$ cat config.mk
export PLATFORM = sky130hd
export DESIGN_NAME = io_mmio_gpio_ctrl
export DESIGN_NICKNAME = d
export VERILOG_FILES = /design/src/rtl/io_mmio_gpio_ctrl.sv
export SDC_FILE = /design/constraint.sdc
export NUM_CORES = 1
export LEC_CHECK = 0
export CAP_MARGIN = 20
export CORE_MARGIN = 2
export CORE_UTILIZATION = 56
export DETAILED_ROUTE_END_ITERATION = 8
export GPL_TIMING_DRIVEN = 0
export PLACE_DENSITY_LB_ADDON = 0.2
export SLEW_MARGIN = 30
export SYNTH_ARGS = -nofsm -noshare
export SYNTH_HDL_FRONTEND = slang
export SYNTH_SLANG_ARGS = --single-unit
$ cat constraint.sdc
create_clock -name clk -period 8 [get_ports clk]
set_clock_uncertainty 0.2 [all_clocks]
set_input_delay 1.2 -clock clk [delete_from_list [all_inputs] [get_ports clk]]
set_output_delay 1.2 -clock clk [all_outputs]
set_load 0.02 [all_outputs]
$ cat src/rtl/io_mmio_gpio_ctrl.sv
// Bit-addressed MMIO controller for switches and GPIO headers, with input synchronisers,
// sticky rising-edge flags and set/clear/toggle output ops. Optional IRQ/mask: IO_MMIO_IRQ_EN.
module io_mmio_gpio_ctrl #(
    parameter int ADDR_W = 8,
    parameter int DATA_W = 24,
    parameter int OUT_W  = 36,
    parameter int IN_W   = 36,
    parameter int SW_W   = 4
) (
    input  logic              clk,
    input  logic              rst,
    input  logic              wr_en,
    input  logic              rd_en,
    input  logic [ADDR_W-1:0] address,
    input  logic [DATA_W-1:0] data_in,
    input  logic [SW_W-1:0]   switches,
    input  logic [IN_W-1:0]   gpio_in,
    output logic [OUT_W-1:0]  gpio_out,
    output logic [DATA_W-1:0] data_out,
    output logic              rd_valid,
`ifdef IO_MMIO_IRQ_EN
    output logic              addr_err,
    output logic              irq
`else
    output logic              addr_err
`endif
);

    localparam int unsigned NE = IN_W + SW_W;
    localparam int unsigned IB = OUT_W;
    localparam int unsigned SB = IB + IN_W;
    localparam int unsigned EB = SB + SW_W;
    localparam int unsigned MB = EB + NE;
`ifdef IO_MMIO_IRQ_EN
    localparam int unsigned TOP = MB + NE;
`else
    localparam int unsigned TOP = MB;
`endif

    logic [NE-1:0]    sync1, sync2, prev, edge_flag, rise, edge_sel, edge_clr;
    logic [OUT_W-1:0] out_sel;
    logic [TOP-1:0]   map_vec, map_sh;
    logic             armed;
    logic             in_out, in_edge, in_mask, wr_ok, rd_ok;
    int unsigned      a;
    logic             unused_data;

    assign unused_data = ^data_in[DATA_W-1:3];

`ifdef IO_MMIO_IRQ_EN
    logic [NE-1:0] mask, mask_sel;
    assign map_vec = {mask, edge_flag, sync2, gpio_out};
`else
    assign map_vec = {edge_flag, sync2, gpio_out};
`endif

    always_comb begin
        a        = 32'(address);
        in_out   = (a < IB);
        in_edge  = (a >= EB) && (a < MB);
`ifdef IO_MMIO_IRQ_EN
        in_mask  = (a >= MB) && (a < TOP);
        mask_sel = NE'(1) << (a - MB);
`else
        in_mask  = 1'b0;
`endif
        wr_ok    = in_out || in_edge || in_mask;
        rd_ok    = (a < TOP);
        out_sel  = OUT_W'(1) << a;
        edge_sel = NE'(1) << (a - EB);
        edge_clr = (wr_en && in_edge && data_in[0]) ? edge_sel : '0;
        // prev is primed from sync during the first post-reset cycle without flagging
        rise     = armed ? (sync2 & ~prev) : '0;
        map_sh   = map_vec >> a;
    end

    always_ff @(posedge clk or posedge rst) begin
        if (rst) begin
            sync1     <= '0;
            sync2     <= '0;
            prev      <= '0;
            armed     <= 1'b0;
            edge_flag <= '0;
        end else begin
            sync1     <= {switches, gpio_in};
            sync2     <= sync1;
            prev      <= sync2;
            armed     <= 1'b1;
            // a new edge wins over a coincident write-1-to-clear
            edge_flag <= (edge_flag & ~edge_clr) | rise;
        end
    end

    always_ff @(posedge clk or posedge rst) begin
        if (rst) begin
            gpio_out <= '0;
        end else if (wr_en && in_out) begin
            case (data_in[2:1])
                2'b00:   gpio_out <= data_in[0] ? (gpio_out | out_sel) : (gpio_out & ~out_sel);
                2'b01:   gpio_out <= gpio_out | out_sel;
                2'b10:   gpio_out <= gpio_out & ~out_sel;
                default: gpio_out <= gpio_out ^ out_sel;
            endcase
        end
    end

    always_ff @(posedge clk or posedge rst) begin
        if (rst) begin
            data_out <= '0;
            rd_valid <= 1'b0;
            addr_err <= 1'b0;
        end else begin
            rd_valid <= rd_en;
            addr_err <= (wr_en && !wr_ok) || (rd_en && !rd_ok);
            if (rd_en)
                data_out <= rd_ok ? DATA_W'(map_sh[0]) : '0;
        end
    end

`ifdef IO_MMIO_IRQ_EN
    always_ff @(posedge clk or posedge rst) begin
        if (rst) begin
            mask <= '0;
            irq  <= 1'b0;
        end else begin
            if (wr_en && in_mask)
                mask <= data_in[0] ? (mask | mask_sel) : (mask & ~mask_sel);
            irq <= |(edge_flag & mask);
        end
    end
`endif

endmodule
# Yosys cells after proc, flatten, opt, wreduce, memory -nomap -nowiden
# Index checks and enable logic that the tools add are counted.
# Widths: inputs -> output; s select.
[op_classes]
shifts = 3
add_sub_neg = 1
n_bitwise = 9
magnitude_cmp = 3
eq_ne = 2
n_mux = 5
reduce_logical = 11
[op_table]
columns = ["operator", "count"]
rows = [
  ["$shr 116x8->1", 1],
  ["$pmux 36 s3", 1],
  ["$and 40x40->40", 2],
  ["$mux 40", 2],
  ["$not 40->40", 2],
  ["$or 40x40->40", 1],
  ["$shl 1x32->40 const A", 1],
  ["$and 36x36->36", 1],
  ["$mux 36", 1],
  ["$not 36->36", 1],
  ["$or 36x36->36", 1],
  ["$shl 1x8->36 const A", 1],
  ["$xor 36x36->36", 1],
  ["$sub 8x7->9 const B", 1],
  ["$ge 8x7->1 const B", 1],
  ["$lt 8x6->1 const B", 1],
  ["$lt 8x7->1 const B", 1],
  ["$logic_and 1x1->1", 6],
  ["$eq 2x1->1 const B", 1],
  ["$eq 2x2->1 const B", 1],
  ["$logic_not 1->1", 2],
  ["$logic_not 2->1", 1],
  ["$logic_or 1x1->1", 2],
  ["$mux 1", 1],
]
[totals]
output_inout_bits = 62
word_cells = 43
regBits = 223
in_bits = 76

# Depth between registers and ports, before layout
[depth]
word_depth = 8
ltp_mapped = 11
depth_no_buf = 8

# Worst setup path after synthesis
# No wires, ideal clock.
[synth_timing]
path_kind = "input to register"
from = "input address[2]"
to = "register edge_flag[0]"
setup_slack_ps = 4493
cell_stages = 10
t_arrival_ps = 3186
required_ps = 7678
n_path_buf = 2
setup_ps = 122
path_cell_list = "clkbuf_1 -> clkbuf_1 -> inv_1 -> ha_1 -> nor2b_1 -> a221o_1 -> or4b_4 -> nor2_4 -> nand2_1 -> a32o_1"
[synth_between]
elab_chain_len = 8
elab_cells_between_ends = 11
classes_between = "add/sub: 1; order compare: 2; shift: 1; mux: 1; bitwise: 3; reduce/logical: 3"
[synth_lines]
columns = ["item", "line", "text"]
rows = [
  ["start: declaration", "14", "input logic [ADDR_W-1:0] address,"],
  ["$ge 8x7->1 / $lt 8x7->1 (equally long branches)", "60", "in_edge = (a >= EB) && (a < MB);"],
  ["$logic_and 1x1->1", "60", ""],
  ["$logic_and 1x1->1 (2 in a row)", "71", "edge_clr = (wr_en && in_edge && data_in[0]) ? edge_sel : '0;"],
  ["$mux 40 *", "71", ""],
  ["$not 40->40 *", "90", "edge_flag <= (edge_flag & ~edge_clr) | rise;"],
  ["$and 40x40->40 *", "90", ""],
  ["$or 40x40->40 *", "90", ""],
  ["end signal: assignment", "90", ""],
  ["end: declaration", "40", "logic [NE-1:0] sync1, sync2, prev, edge_flag, rise, edge_sel, edge_clr;"],
]
# Every way passes the cells marked *; elsewhere a longest branch is shown, timed or not.
# A chain may end at the register's enable or synchronous reset.

# Worst setup path after layout
[layout_timing]
from = "input address[2]"
to = "register gpio_out[4]"
[layout_between]
elab_chain_len = 5
elab_cells_between_ends = 9
classes_between = "order compare: 1; shift: 1; mux: 2; bitwise: 4; reduce/logical: 1"
[layout_lines]
columns = ["item", "line", "text"]
rows = [
  ["parallel branches: the longest is 5 deep, another holds $lt 8x6->1", "--", ""],
  ["end signal: assignment", "99", "2'b00: gpio_out <= data_in[0] ? (gpio_out | out_sel) : (gpio_out & ~out_sel);"],
  ["end signal: assignment", "100", "2'b01: gpio_out <= gpio_out | out_sel;"],
  ["end signal: assignment", "101", "2'b10: gpio_out <= gpio_out & ~out_sel;"],
  ["end: declaration", "18", "output logic [OUT_W-1:0] gpio_out,"],
]
# Parallel ways; which one is timed is not known.

==> metrics.md <==
| Metric | Value |
|---|---|
| Reg-to-reg critical path startpoint | gpio_out[22] |
| Hold path start | sync1[35] |
| Required time worst endpoint | 8180 ps |
| Worst path setup slack after routing | 3660 ps |
| Clock H-tree levels | 4 |
| Slew margin rel. | 39.0% |
| Path type of the worst setup path | in -> reg |
| Total global routing track utilization | 25.3% |
| Power density over the cells | 210 nW/µm² |
| Via count of the routed design | 7418 |
| Netlist cell types | 57 |
| Routed wire length | 24000 µm |
| Horizontal extent of the die | 141 µm |
| Peak VDD IR | 0.000174 V |
| Switching share of power | 31.1% |
| RePlAce Congestion | 0.866 |
| Critical Path Start Type | primary input |
| Final Cycle Share | 54.3% |
| Site Rows | 50 |
| Count of synthesis-stage warnings from yosys | 0 |
| RSZ-0062 raised after global routing | no |
| Detailed-route wire length per cell | 18.3 µm |
| Cell at the slowest stage of the critical path | sky130_fd_sc_hd__clkdlybuf4s50_1 |
| Number of standard cells in the layout, taps in and fillers out | 1309 |
| Layout overhead on the synthesized area | 18.4% |
| Startpoint of the most critical setup path | address[2] |
| Period minus WS final | 4340 ps |
| Outcome | finished clean |
| Number of instances in the synthesized netlist | 933 |
| TritonCTS clock tree | built |
| Portion of the post-synthesis area used by sequential elements | 47.5% |
| Post-CTS Resized | 0 |
| Aggregate global routing overflow | 0 |
| Source-to-sink clock delay at the later pin of the worst-skew pair | 450 ps |
| Maximum net fanout on the critical path | 10 |
| Final design instance area without fill | 12500 µm² |
| Syn Area/Cell | 11.3 µm² |
| Number of setup buffers added after CTS | 0 |
| Finish-stage setup viols | 0 |
| Hold crit path type | reg -> reg |
| Commonest register cell after synthesis | sky130_fd_sc_hd__dfrtp_1 |
| Fill cell total of the finished layout | 1434 |
| Sequential share of power | 44.6% |
| Proportion of power drawn by combinational gates | 20.9% |
| Critical path data arrival time | 4520 ps |
| Post-detailed-route DRC marker count | 0 |
| Crit-path cells | clkdlybuf4s50_1 -> clkbuf_1 -> clkbuf_1 -> inv_1 -> ha_1 -> nand2b_1 -> a211oi_1 -> nand2_1 -> clkbuf_1 -> buf_1 -> nand2_1 -> nand2_1 |
| Slew at the pin with the worst max-slew slack | 909 ps |
| Total placed instance area | 11800 µm² |
| Pre-CTS worst setup slack | 3260 ps |
| Number of slew-limit violations in the final report | 0 |
| Cell count after placement | 1277 |
| Worst hold margin | 149 ps |
| Max-cap viol count | 0 |
| Sink count of the clock tree | 200 |
| Number of buffers created by CTS | 17 |
| Via-to-Cell Ratio | 5.67 |
| Max Fclk | 230 MHz |
| Max Root-Sink Buffers | 2 |
| Number of enable flip-flop cells after synthesis | 0 |
| HPWL after detailed placement | 17000 µm |
| Count of hold-fix buffers inserted at cts | 0 |
| Number of global-route vias before repair | 7328 |
| Detail Route Antenna Nets | 0 |
| Proportion of power drawn by the clock network | 34.5% |
| Layout cell share with drive strength beyond 1 | 12.2% |
| Pin count of the biggest net entering global routing | 88 |
| Total of flip-flops plus latches after synthesis | 200 |
| Number of I/O port buffers | 86 |
| Antenna fix cells | 0 |
| Share of flip-flops with an asynchronous set or reset after synthesis | 100% |
| Antenna violations before repair | 0 |
| Internal | 1.81 mW |
| Area of the die | 19900 µm² |
| Initial DRT Pass Iterations | 5 |
| Global-route wire length before repair | 38800 µm |
| Clk pin slew, worst setup/hold paths | 80 ps |
| Switching component of the power | 0.814 mW |
| Iteration-0 DRC count of the detailed router | 561 |
| Total number of nets in the final design | 1212 |
| CTS Root Cell | sky130_fd_sc_hd__clkbuf_16 |
| Post-Syn Area | 10500 µm² |
| Kind of capture point of the worst setup path | flop |
| Leakage power total | 5.64 nW |
| Hold violation count in the final report | 0 |
| Final TNS setup | 0 ps |
| Vertical extent of the die | 141 µm |
| Total I/O pin count | 138 |
| Starting utilization of the core area | 56.7% |
| Core region area | 18600 µm² |
| Max stage delay on crit path | 500 ps |
[cells in the mapped netlist, drive strengths merged (7+ instances only)]
cell / instances / area (µm²)
nand2: 121 / 454
nand3b: 19 / 143
nor2b: 8 / 50.1
clkbuf: 34 / 128
a21oi: 32 / 160
nand2b: 7 / 43.8
mux4: 30 / 679
dfrtp: 200 / 5000
ha: 74 / 926
nor2: 12 / 75.1
mux2i: 97 / 971
buf: 44 / 279
inv: 80 / 300
nand3: 26 / 130
mux2: 23 / 259
a211oi: 10 / 75.1
o21ai: 48 / 240
a32o: 23 / 230
[routing by layer]
| metal | wire length, µm | vias up | track usage (%) |
|---|---|---|---|
| met5 | 0 | - | 0 |
| met4 | 575 | 0 | 9.00 |
| met3 | 1330 | 46 | 4.62 |
| met2 | 11800 | 235 | 42.8 |
| met1 | 10300 | 3677 | 33.0 |
| li1 | - | 3460 | - |
[flip-flops by register name, indices dropped and copies added, names as in the netlist]
name / count
edge_flag: 40
sync1: 40
armed: 1
gpio_out: 36
data_out: 1
addr_err: 1
rd_valid: 1
prev: 40
sync2: 40
[critical path, delay by kind of cell]
kind	cells	cell delay, ps
buffers and inverters	6	2350
AND/OR/NAND/NOR	4	650
adder cells (fa/ha/maj)	1	240
AO/OA/AOI/OAI	1	70
[cell type report]
cell class / instances / area (µm²) / area share [%]
repair buffers: 88 / 916 / 7.34
multi-input cells: 597 / 4910 / 39.3
clock inverters: 15 / 211 / 1.70
flip-flops and latches: 200 / 5000 / 40.1
inverters: 80 / 308 / 2.47
plain buffers: 78 / 407 / 3.26
well taps: 234 / 293 / 2.35
clock buffers: 17 / 425 / 3.41
[power groups by stage]
stage	Combinational, mW	Clock, mW	Sequential [mW]
3_3_place_gp	0.524	0	1.19
2_1_floorplan	0.310	0	1.21
4_1_cts	0.550	0.920	1.17
6_report	0.549	0.904	1.17
5_1_grt	0.614	0.965	1.18
3_5_place_dp	0.546	0	1.19
[final timing paths]
kind / to / slack [ps] / depth (start not counted)
max in group asynchronous: sync2[36] / 5600 / 4
min reg2reg: sync2[35] / 150 / 0
max: gpio_out[4] / 3660 / 12
min: sync2[35] / 150 / 0
max reg2reg: data_out[0] / 5940 / 5
min in group asynchronous: sync1[13] / 940 / 2
[per-stage QoR]
step / util (%) / power [mW]
2_1_floorplan: - / 1.52
3_3_place_gp: 63.4 / 1.71
3_5_place_dp: 63.7 / 1.73
4_1_cts: 67.1 / 2.64
5_1_grt: 67.1 / 2.76
6_report: 67.1 / 2.62
[cell families after synthesis]
group / Yosys count / synth area share (%)
multiplexers: 150 / 18.1
XOR/XNOR: 2 / 0.166
AND/OR/NAND/NOR: 215 / 10.5
AO/OA/AOI/OAI: 132 / 8.15
adder cells (fa/ha/maj): 74 / 8.79
buffers and inverters: 158 / 6.71
other: 2 / 0.0713
flip-flops: 200 / 47.5
[cell usage in the layout (no fill, tap or decap), types with 3 or more instances in the layout]
master,Yosys,final
sky130_fd_sc_hd__dfrtp_1,200,200
sky130_fd_sc_hd__nand2_1,121,121
sky130_fd_sc_hd__mux2i_1,97,97
sky130_fd_sc_hd__clkdlybuf4s50_1,0,86
sky130_fd_sc_hd__inv_1,79,78
sky130_fd_sc_hd__ha_1,74,74
sky130_fd_sc_hd__o21ai_0,48,48
sky130_fd_sc_hd__clkbuf_1,34,34
sky130_fd_sc_hd__a21oi_1,32,32
sky130_fd_sc_hd__mux4_2,29,29
sky130_fd_sc_hd__nand3_1,26,26
sky130_fd_sc_hd__conb_1,2,24
sky130_fd_sc_hd__a32o_1,23,23
sky130_fd_sc_hd__buf_4,23,23
sky130_fd_sc_hd__nand3b_1,19,19
sky130_fd_sc_hd__mux2_2,19,19
sky130_fd_sc_hd__clkbuf_16,0,17
sky130_fd_sc_hd__buf_2,10,10
sky130_fd_sc_hd__a211oi_1,10,10
sky130_fd_sc_hd__buf_1,9,9
sky130_fd_sc_hd__nor2b_1,8,8
sky130_fd_sc_hd__nor2_1,8,8
sky130_fd_sc_hd__nand2b_1,7,7
sky130_fd_sc_hd__clkinv_8,0,5
sky130_fd_sc_hd__nor2_4,4,4
sky130_fd_sc_hd__inv_8,0,4
sky130_fd_sc_hd__mux2_1,4,4
sky130_fd_sc_hd__and3_1,3,3
sky130_fd_sc_hd__o22ai_1,3,3
sky130_fd_sc_hd__a22oi_1,3,3
sky130_fd_sc_hd__inv_6,0,3
No activity file was read; power rests on OpenSTA's default activity.
